$ cat src/rtl/wlc_pkg.sv
// rtl/wlc_pkg.sv - shared state encoding and helpers for the tank fill scheduler
package wlc_pkg;

  localparam logic [2:0] S_IDLE  = 3'd0;
  localparam logic [2:0] S_OPEN  = 3'd1;
  localparam logic [2:0] S_FILL  = 3'd2;
  localparam logic [2:0] S_COOL  = 3'd3;
  localparam logic [2:0] S_CLOSE = 3'd4;

  typedef enum logic [2:0] {
    ST_IDLE  = S_IDLE,
    ST_OPEN  = S_OPEN,
    ST_FILL  = S_FILL,
    ST_COOL  = S_COOL,
    ST_CLOSE = S_CLOSE
  } state_t;

  // Bits needed to index n items; at least 1 so a two-tank build still has an index bit.
  function automatic int clog2(input int n);
    int r;
    r = 0;
    for (int v = n - 1; v > 0; v = v >> 1) r++;
    if (r < 1) r = 1;
    return r;
  endfunction

endpackage

$ cat src/rtl/tank_fill_scheduler_rr_arbiter.sv
// rtl/tank_fill_scheduler_rr_arbiter.sv - combinational round-robin pick among requesting tanks
module rr_arbiter
  import wlc_pkg::*;
#(
  parameter int NT = 3,
  parameter int GW = clog2(NT)
) (
  input  logic [NT-1:0] req,
  input  logic [GW-1:0] rr_ptr,
  output logic [NT-1:0] grant,
  output logic [GW-1:0] grant_idx,
  output logic          valid
);

  // Index k places after the pointer, wrapped into 0..NT-1.
  function automatic logic [GW-1:0] rot(input logic [GW-1:0] p, input int k);
    int s;
    s = int'(p) + k;
    if (s >= NT) s = s - NT;
    return GW'(s);
  endfunction

  logic [GW-1:0] idx;

  // Walk from the pointer upward; the first requester found wins.
  always_comb begin
    grant     = '0;
    grant_idx = '0;
    valid     = 1'b0;
    idx       = '0;
    for (int k = 0; k < NT; k++) begin
      idx = rot(rr_ptr, k);
      if (!valid && req[idx]) begin
        valid      = 1'b1;
        grant[idx] = 1'b1;
        grant_idx  = idx;
      end
    end
  end

endmodule

$ cat src/rtl/tank_fill_scheduler.sv
// rtl/tank_fill_scheduler.sv - shares one supply pump between NT tanks, one grant at a time
module tank_fill_scheduler
  import wlc_pkg::*;
#(
  parameter int NT       = 3,
  parameter int SETTLE   = 4,
  parameter int MAX_FILL = 64,
  parameter int COOL     = 8,
  parameter int CW       = 8,
  localparam int GW      = clog2(NT)
) (
  input  logic          clk,
  input  logic          reset,
  input  logic          en,
  input  logic [NT-1:0] lvl_low,
  input  logic [NT-1:0] lvl_high,
  input  logic [NT-1:0] fault_clr,
  output logic [NT-1:0] valve,
  output logic          pump_on,
  output logic          busy,
  output logic [GW-1:0] grant_idx,
  output logic [NT-1:0] fault
);

  localparam logic [CW-1:0] SETTLE_END = CW'(SETTLE - 1);
  localparam logic [CW-1:0] FILL_END   = CW'(MAX_FILL - 1);
  localparam logic [CW-1:0] COOL_END   = CW'(COOL - 1);

  state_t        state;
  logic [GW-1:0] rr_ptr;
  logic [CW-1:0] timer;
  logic [CW-1:0] timer_inc;
  logic [NT-1:0] req;
  logic [NT-1:0] win_onehot;
  logic [GW-1:0] win_idx;
  logic          win_valid;
  logic [NT-1:0] fault_set;

  // A tank asks for water only when below low, not reading full, and not faulted;
  // a high reading without low (broken sensor pair) is treated as full.
  assign req = ~lvl_low & ~lvl_high & ~fault;

  // Timer sticks at all-ones rather than wrapping back into a valid compare value.
  assign timer_inc = (timer == {CW{1'b1}}) ? timer : timer + CW'(1);

  rr_arbiter #(
    .NT (NT),
    .GW (GW)
  ) u_arb (
    .req       (req),
    .rr_ptr    (rr_ptr),
    .grant     (win_onehot),
    .grant_idx (win_idx),
    .valid     (win_valid)
  );

  function automatic logic [GW-1:0] ptr_after(input logic [GW-1:0] i);
    if (i == GW'(NT - 1)) return '0;
    return i + GW'(1);
  endfunction

  // Timeout fault: pump time ran out without the granted tank reading full.
  always_comb begin
    fault_set = '0;
    if (state == ST_FILL && !lvl_high[grant_idx] && timer == FILL_END)
      fault_set[grant_idx] = 1'b1;
  end

  // Sticky faults; a new fault beats a clear arriving on the same cycle.
  always_ff @(posedge clk or negedge reset) begin
    if (!reset) fault <= '0;
    else        fault <= (fault & ~fault_clr) | fault_set;
  end

  // Grant sequence: open valve, settle, pump, cool down, close valve.
  always_ff @(posedge clk or negedge reset) begin
    if (!reset) begin
      state     <= ST_IDLE;
      valve     <= '0;
      pump_on   <= 1'b0;
      busy      <= 1'b0;
      grant_idx <= '0;
      rr_ptr    <= '0;
      timer     <= '0;
    end else begin
      case (state)
        ST_IDLE: begin
          if (en && win_valid) begin
            state     <= ST_OPEN;
            busy      <= 1'b1;
            grant_idx <= win_idx;
            valve     <= win_onehot;
            rr_ptr    <= ptr_after(win_idx);
            timer     <= '0;
          end
        end
        ST_OPEN: begin
          if (!en) begin
            state <= ST_CLOSE;
            timer <= '0;
          end else if (timer == SETTLE_END) begin
            state   <= ST_FILL;
            pump_on <= 1'b1;
            timer   <= '0;
          end else begin
            timer <= timer_inc;
          end
        end
        ST_FILL: begin
          if (lvl_high[grant_idx] || timer == FILL_END || !en) begin
            state   <= ST_COOL;
            pump_on <= 1'b0;
            timer   <= '0;
          end else begin
            timer <= timer_inc;
          end
        end
        ST_COOL: begin
          if (timer == COOL_END) begin
            state <= ST_CLOSE;
            timer <= '0;
          end else begin
            timer <= timer_inc;
          end
        end
        ST_CLOSE: begin
          state <= ST_IDLE;
          valve <= '0;
          busy  <= 1'b0;
        end
        default: begin
          state   <= ST_IDLE;
          valve   <= '0;
          pump_on <= 1'b0;
          busy    <= 1'b0;
          timer   <= '0;
        end
      endcase
    end
  end

endmodule

$ cat config.mk
export PLATFORM = sky130hd
export DESIGN_NAME = tank_fill_scheduler
export DESIGN_NICKNAME = d
export VERILOG_FILES = /design/src/rtl/wlc_pkg.sv /design/src/rtl/tank_fill_scheduler_rr_arbiter.sv /design/src/rtl/tank_fill_scheduler.sv
export SDC_FILE = /design/constraint.sdc
export NUM_CORES = 1
export LEC_CHECK = 0
export CORE_MARGIN = 1.5
export CORE_UTILIZATION = 34
export DETAILED_ROUTE_END_ITERATION = 8
export DONT_BUFFER_PORTS = 1
export PLACE_DENSITY_LB_ADDON = 0.3
export SLEW_MARGIN = 10
export SYNTH_ARGS = -nofsm -noshare
export SYNTH_HDL_FRONTEND = slang
export SYNTH_SLANG_ARGS = --single-unit
$ cat constraint.sdc
create_clock -name clk -period 2.4 [get_ports clk]
set_input_delay 0.48 -clock clk [delete_from_list [all_inputs] [get_ports clk]]
set_output_delay 0.48 -clock clk [all_outputs]
set_load 0.005 [all_outputs]
==> metrics, run 1 <==
status=finished clean; routed wire length=3910 µm; worst clock skew=0.00345 ns; combinational power share=57.7%; sequential area share after synthesis=37.7%; IO Pins=22; initial antenna violation count=0; Crit path required time=2.55 ns; starting density of the core=35.3%; hold path endpoint=fault[1]; CTS tree=yes; Sequential Power Share=30.6%; Power per Cell Area=1180 nW/µm²; CP Capture Type=register; Static Leak=0.689 nW; largest net degree at the start of global routing=24; Clock Latency Late Sink=0.26 ns; CP max stage delay=0.46 ns; Tot GR Track Use=16.3%; Filler cells=440; antenna viol nets, final=0; Post-synth EDFFs=0; clock sink count=23; die area=4900 µm²; Mapped Avg Cell Area=9.03 µm²; Root Driver=clkbuf_8; DPL Wire Length=2900 µm; clock transition time at the flip-flop clock pins of the worst setup and hold paths=0.08 ns; total power=2.05 mW; CP cell instances=inv_2 > ha_4 > or4b_1 > a21oi_2 > or4_4 > nand2b_4 > and3_4 > mux2_4; Slowest cell on crit path=or4b_1; depth of the most critical reg-to-reg path=8; Layout area overhead=14.0%; Max Clk Rate=0.433 GHz; Die Width=70.0 µm; TritonCTS Buffers=3; Switching Power=0.910 mW; layout cells sized above 1=18.1%; Via Count=1,332; Via-to-Cell Ratio=5.82; vias in the first global route=1,412; TritonRoute pass-1 iters=4; Final min period=2.31 ns; Post-synth top flop=dfrtp_1; drt drc=0; Final Hold Vio Count=0; FF-to-FF End=grant_idx[1]; number of distinct library cells after synthesis=49; sw frac=44.3%; floorplan core area=4320 µm²; PortBufs=0; routed length per placed instance=17.1 µm; Total Nets Final=195; critical path arrival=2.46 ns; DR iter-0 viols=58; n_diodes=0; setup slack, reg-to-reg=0.09 ns; startpoint types=register; global-route wire length before repair=6520 µm; Post-Synthesis Cells=169; Syn. warnings=0; Peak VDD IR=0.441 mV; Syn Nets=186; min-delay worst type=in -> reg; Pint=1.14 mW; site row count=24; critical path class=reg -> reg; H-tree levels=1; final setup fails=0; Max Cap Viol=0; Tcrit/Tclk final=96.3%; setup_tns=0 ns; Post-Syn Area=1530 µm²; Async SR Flop Fraction=100%; Remaining Overflow, GRT=0; CTS Buffer Depth=2; slew margin rel.=27.8%; fin util=40.2%; hold path cells=1; synthesized flop and latch total=23; Die Y=70.0 µm; Clk network pwr share=11.7%; Final Max Tran Viols=0; routability cong.=0.839; slew at the pin closest to its max-slew limit=1.08 ns; reg2reg start=rr_ptr[1]; hold_sp=fault_clr[1]; crit-path max FO=6
cell type report:
type	instances	area, µm²	share of cell area [%]
multi-input cells	133	955	54.9
clock buffers	4	45.0	2.59
flip-flops and latches	23	576	33.1
well taps	52	65.1	3.74
repair buffers	9	70.1	4.03
inverters	8	30.0	1.73
through the flow:
stage / hold slack, ns / setup WS [ns] / area (µm²) / std cells
final: 0.302 / 0.0900 / 1740 / 229
after CTS: 0.300 / 0.0371 / 1690 / 228
after global placement: 0.185 / 0.0703 / 1620 / 223
after detailed placement: 0.186 / 0.00819 / 1620 / 223
after floorplan: 0.184 / 0.110 / 1530 / 169
after global routing: 0.285 / -0.00227 / 1740 / 229
logic make-up after synthesis:
family	Yosys count	synth area share [%]
muxes	4	3.03
buffers and inverters	13	3.28
xor gates and xnor gates	1	0.574
AOI/OAI and AO/OA	55	26.3
DFF	23	37.7
adders and majority gates	5	4.10
and+or+nand+nor	68	25.0
state kept, by name (all words and copies together), names as in the netlist:
signal and cells:
grant_idx 2, busy 1, fault 3, timer 8, rr_ptr 2, state 3, pump_on 1, valve 3
worst max-delay path: cells and delay by family, from the launching register on:
family                     cells  cell delay [ns]
AOI/OAI and AO/OA              1             0.18
adders and majority gates      1             0.18
buffers and inverters          1             0.12
DFF                            1             0.44
muxes                          1             0.29
and+or+nand+nor                4             0.99
cell usage in the layout (no fill, tap or decap), drive strengths merged, types with 2 or more instances in the layout:
master	Yosys	routed
or3	3	3
nand2b	6	6
a21oi	10	10
o2111ai	2	2
inv	8	8
nand2	13	13
a31oi	4	4
and2	2	2
and3	4	4
nand3b	3	3
mux2i	2	2
o22ai	4	4
nor3	4	4
o2bb2a	4	4
o2bb2ai	3	3
or4	2	2
a21boi	5	5
mux2	2	2
nor2b	3	3
dfrtp	23	23
clkbuf	5	4
nor2	12	12
buf	0	8
o21ai	8	8
nand3	11	11
ha	5	5
o21a	3	3
o41ai	2	2
a221oi	2	2
o211ai	2	2
power groups by stage:
stage	Clock, mW	Combinational, mW	Sequential [mW]
2_1_floorplan	0	0.770	0.587
3_3_place_gp	0	0.987	0.628
3_5_place_dp	0	1.03	0.632
4_1_cts	0.250	1.07	0.624
5_1_grt	0.271	1.31	0.644
6_report	0.240	1.19	0.628
worst max-delay path by stage:
stage | startpoint | to | slack, ns | cells after the start
6_report | rr_ptr[1] | grant_idx[1] | 0.09 | 8
4_1_cts | rr_ptr[1] | valve[2] | 0.04 | 9
3_5_place_dp | rr_ptr[1] | timer[7] | 0.008 | 8
2_1_floorplan | rr_ptr[0] | grant_idx[1] | 0.11 | 8
3_3_place_gp | rr_ptr[1] | grant_idx[1] | 0.07 | 8
5_1_grt | rr_ptr[1] | grant_idx[1] | -0.002 | 8
Yosys cell counts (2+ instances only):
library cell,instances,area share (%)
nand2_1,12,3.0
nor2b_1,3,1.2
or4_4,2,1.5
o211ai_1,2,0.98
o2bb2ai_1,3,1.7
o22ai_1,4,1.6
inv_1,7,1.7
nand2b_1,5,2.0
clkbuf_1,4,0.98
o41ai_1,2,1.1
or3_1,3,1.2
nor3_1,4,1.3
nor2_1,12,3.0
and3_1,3,1.2
mux2i_1,2,1.3
o2111ai_1,2,1.1
o21ai_0,7,2.3
a221oi_1,2,1.1
ha_1,5,4.1
a21boi_0,5,2.5
nand3b_1,3,1.5
o21a_1,3,1.5
nand3_1,11,3.6
a31oi_1,4,1.6
a21oi_1,9,3.0
dfrtp_1,23,38
o2bb2a_2,4,3.0
and2_1,2,0.82
layer usage:
metal / track usage, % / share of wire, % / vias up
li1: - / - / 650
met1: 18.8 / 41 / 662
met2: 30.4 / 55 / 16
met3: 3.46 / 2.7 / 4
met4: 4.06 / 0.95 / 0
met5: 0 / 0 / -
what timing repair did:
action | in CTS | in global routing
hold buffers | 1 | 0
resized for setup | 2 | 7
buffers inserted | 0 | 1
setup endpoints to repair | 3 | 13
hold endpoints to repair | 23 | 0
pin swaps | 0 | 2
cloned | 0 | 0
No activity file was read; power rests on OpenSTA's default activity.
==> run 2, diff against run 1 <==
Settings changed: CAP_MARGIN from default to 20, PLACE_DENSITY from default to 0.62, PLACE_DENSITY_LB_ADDON 0.3 to default.
==> metrics, run 2 (synthesis results as in run 1) <==
status=finished clean; Via-to-Cell Ratio=5.89 (+1.2%); Via Count=1,360 (+2.1%); met3 Usage GRT=3.90% (+0.43 points); site row count=24 (unchanged); reg2reg start=rr_ptr[0]; Clock Latency Late Sink=0.26 ns (about the same); Static Leak=0.701 nW (+1.7%); Die Width=70.0 µm (unchanged); initial antenna violation count=0 (unchanged); Worst Slack Setup Final=0.0822 ns (-0.00778 ns); antenna viol nets, final=0 (unchanged); Final min period=2.32 ns (+0.00778 ns); hold_sp=fault_clr[2]; Layout area overhead=14.4%; commonest non-fill, non-tap cell in the layout=dfrtp_1; final std cells w/o fill=231 (+0.87%); depth of the most critical reg-to-reg path=7 (-1); TritonRoute pass-1 iters=6 (+2); Tcrit/Tclk final=96.6% (+0.32 points); hold_ws=0.299 ns (-0.00328 ns); Total Nets Final=197 (+1.0%); vias in the first global route=1,261 (-11%); CTS tree=yes; crit-path max FO=7 (+1); CP Capture Type=register; CP max stage delay=0.55 ns (+0.09 ns); global-route wire length before repair=6080 µm (-6.8%); DR iter-0 viols=58 (unchanged); min-delay worst type=in -> reg; CTS Buffer Depth=2 (unchanged); Slowest cell on crit path=or4_4; total power=1.96 mW (-4.6%); met2 Use GR=26.2% (-4.1 points); Max Clk Rate=0.431 GHz (-0.34%); Worst Setup SP=rr_ptr[0]; clock transition time at the flip-flop clock pins of the worst setup and hold paths=0.09 ns (about the same); Largest register FFs=8 (unchanged); largest register by flop count=timer; commonest non-fill, non-tap cells in the layout=dfrtp_1, nand2_1, nor2_1, nand3_1; Crit path required time=2.56 ns (about the same); floorplan core area=4320 µm² (unchanged); Remaining Overflow, GRT=0 (unchanged); final instance area=1750 µm² (+0.36%); critical path arrival=2.48 ns (+0.02 ns); setup slack, reg-to-reg=0.08 ns (about the same); pre-CTS setup slack=0.0222 ns (+0.0140 ns); Tot GR Track Use=15.3% (-0.99 points); Power per Cell Area=1120 nW/µm² (-4.9%); met1 global-route usage=19.7% (+0.94 points); Inst Count DP=223 (unchanged); PortBufs=0 (unchanged); final setup fails=0 (unchanged); CP cell instances=inv_1 > ha_2 > and3_1 > or4_4 > nand2b_4 > and3_4 > mux2_4; drt drc=0 (unchanged); worst clock skew=0.00533 ns (+0.00189 ns); Cell Area, Placed=1620 µm² (unchanged); H-tree levels=1 (unchanged); routed length per placed instance=15.4 µm (-10%); Die Y=70.0 µm (unchanged); routed wire length=3550 µm (-9.2%); slew margin rel.=62.4% (+35 points); clock sink count=23 (unchanged); Final Max Tran Viols=0 (unchanged); startpoint types=register; hold path cells=1 (unchanged); layout cells sized above 1=17.9% (-0.20 points); Multi-input gate area=938 µm² (-1.7%); sequential cell area=576 µm² (unchanged); DPL Wire Length=2690 µm (-7.3%); n_diodes=0 (unchanged); largest net degree at the start of global routing=24 (unchanged); Root Driver=clkbuf_8; Filler cells=456 (+3.6%); Max Cap Viol=0 (unchanged); IO Pins=22 (unchanged); routability cong.=0.846 (+0.89%); die area=4900 µm² (unchanged); Peak VDD IR=0.563 mV (+27%); critical path class=reg -> reg; slew at the pin closest to its max-slew limit=0.562 ns (-0.517 ns); gr busiest metal=met2; starting density of the core=35.3% (unchanged); Final Hold Vio Count=0 (unchanged); TritonCTS Buffers=3 (unchanged)
[run 2: critical path: cells and delay by family (launching register included)]
kind / cells / cell delay [ns]
buffers and inverters: 1 / 0.10
adder cells (fa/ha/maj): 1 / 0.31
multiplexers: 1 / 0.29
AND/OR/NAND/NOR: 4 / 1.10
flip-flops: 1 / 0.40
[run 2: metrics by stage]
step	utilization, %	setup TNS [ns]
floorplan	-	0
global placement	37.6	0
detailed placement	37.6	0
CTS	38.8	0
global route	40.4	-0.00148
finish	40.4	0
[run 2: power by group]
group	switching (mW)	leakage, nW	total, mW	internal [mW]
Combinational	0.598	0.373	1.09	0.494
Sequential	0.132	0.305	0.624	0.493
Clock	0.126	0.0228	0.244	0.119
Total	0.855	0.701	1.96	1.11
[run 2: final timing paths]
kind / end
worst min register to register: timer[0]
worst max-delay path: grant_idx[1]
max in group asynchronous: timer[4]
min in group asynchronous: state[1]
worst max register to register: grant_idx[1]
worst min-delay path: fault[2]
[run 2: layout make-up]
| cell class | count | share of cell area (%) |
|---|---|---|
| clock buffers | 4 | 2.58 |
| inverters | 8 | 1.72 |
| multi-input cells | 133 | 53.7 |
| flip-flops and latches | 23 | 33.0 |
| well taps | 52 | 3.72 |
| repair buffers | 11 | 5.30 |
[run 2: per-layer routing]
layer  wire, µm  vias to the layer above
met5          0                        -
met4         19                        0
met3        127                        2
met2       1800                       17
met1       1600                      685
li1           -                      656
[run 2: timing repair]
item | CTS | global route
resized for setup | 0 | 8
endpoints found under the hold margin | 23 | 0
buffers inserted | 0 | 2
endpoints found under the setup margin | 0 | 12
hold buffers | 1 | 0
==> RTL edit (settings of run 2) <==
Register the output `fault` once more, cleared by the reset; this adds one clock of latency there. The other outputs are not delayed to match. Comments in the files are not updated.
--- a/src/rtl/tank_fill_scheduler.sv
+++ b/src/rtl/tank_fill_scheduler.sv
@@ -27,4 +27,6 @@
   localparam logic [CW-1:0] COOL_END   = CW'(COOL - 1);
 
+  logic [NT-1:0] fault_s0;
+
   state_t        state;
   logic [GW-1:0] rr_ptr;
@@ -39,5 +41,5 @@
   // A tank asks for water only when below low, not reading full, and not faulted;
   // a high reading without low (broken sensor pair) is treated as full.
-  assign req = ~lvl_low & ~lvl_high & ~fault;
+  assign req = ~lvl_low & ~lvl_high & ~fault_s0;
 
   // Timer sticks at all-ones rather than wrapping back into a valid compare value.
@@ -69,6 +71,6 @@
   // Sticky faults; a new fault beats a clear arriving on the same cycle.
   always_ff @(posedge clk or negedge reset) begin
-    if (!reset) fault <= '0;
-    else        fault <= (fault & ~fault_clr) | fault_set;
+    if (!reset) fault_s0 <= '0;
+    else        fault_s0 <= (fault_s0 & ~fault_clr) | fault_set;
   end
 
@@ -140,4 +142,12 @@
   end
 
+  always_ff @(posedge clk or negedge reset) begin
+    if (!reset) begin
+      fault <= '0;
+    end else begin
+      fault <= fault_s0;
+    end
+  end
+
 endmodule
 
Behaviour: same outputs for any inputs over 10 cycles, from zero or initial values and one cycle with reset low; that may be too few to reach the edited logic, so the function may still have changed.
==> RTL edit against run 2 <==
  * Utilization is 1.6 points higher
  * Synthesized area is 4.0% higher
  * Total power is 1.9% higher
  * First-iteration DRC count is 120% higher
  * Routed wire length is 3.0% higher
  * Cell area is 6.1% higher
  * Critical path depth stayed put
  * Non-clock buffer count is 1 higher
  * Final cell count is 1.3% higher
  * Worst setup slack better by 0.018 ns
  * Global-route usage is 0.94 points lower
  * Sequential cell count is 3 higher
  * Via count is 0.88% higher
  * Sequential share of layout area is 2.3 points higher
  * Largest power group unchanged
==> RTL edit: results (changes against run 2) <==
sw frac=40.9% (-2.7 points); fill cell count=434 (-4.8%); global-route met1 utilization=20.9% (+1.2 points); Seq/total area=35.2% (+2.3 points); R2R Setup Slk=0.10 ns (+0.02 ns); total number of vias=1372 (+0.88%); RD Place Congestion=0.837 (-1.1%); metal3 WL=205 um (+61%); nonclk buf count=12 (+1); Combinational Power=1.04 mW (-5%); Initial DRC Count=127 (+120%); Worst path max stage delay=0.48 ns (-0.07 ns); compound-gate portion of the synthesized area=24.0% (-2.3 points); clk tree area frac=2.97% (+0.39 points); multiplexer share of the synthesized area=2.92% (-0.12 points); TritonRoute pass-1 iters=4 (-2); met2 WL=1670 um (-7.4%); status=completed; worst hold path class=in -> async; HPWL Detailed=2750 um (+2.2%); Seq/Total Area, Yosys=41.0% (+3.3 points); GR Layer Usage met3=2.67% (-1.2 points); ranking of synthesized cells by area=dfrtp_1 (41%), ha_1 (3.9%), o21ai_0 (3.2%), a21oi_1 (2.8%), nor2_1 (2.8%); Worst path slowest cell=or4b_4; xor/xnor share of the synthesized area=0% (-0.57 points)
[RTL edit: stage by stage]
stage | hold WS (ns) | total power [mW] | cell area (sq um) | setup WS (ns)
after global routing | 0.0121 | 2.15 | 1850 | -0.0136
after global placement | 0.185 | 1.60 | 1720 | 0.0936
after detailed placement | 0.185 | 1.60 | 1720 | 0.0250
final | 0.0182 | 2.00 | 1850 | 0.100
after CTS | 0.0158 | 1.91 | 1800 | 0.00603
after floorplan | 0.184 | 1.32 | 1590 | 0.0650
[RTL edit: final timing paths]
kind                                    from            to  cells after the start
max in group asynchronous              reset     rr_ptr[0]                      1
worst max register to register     rr_ptr[0]  grant_idx[1]                      7
worst min-delay path                   reset      timer[5]                      1
worst max-delay path               rr_ptr[0]  grant_idx[1]                      7
min in group clk                fault_clr[1]   fault_s0[1]                      1
worst min register to register   fault_s0[2]      fault[2]                      0
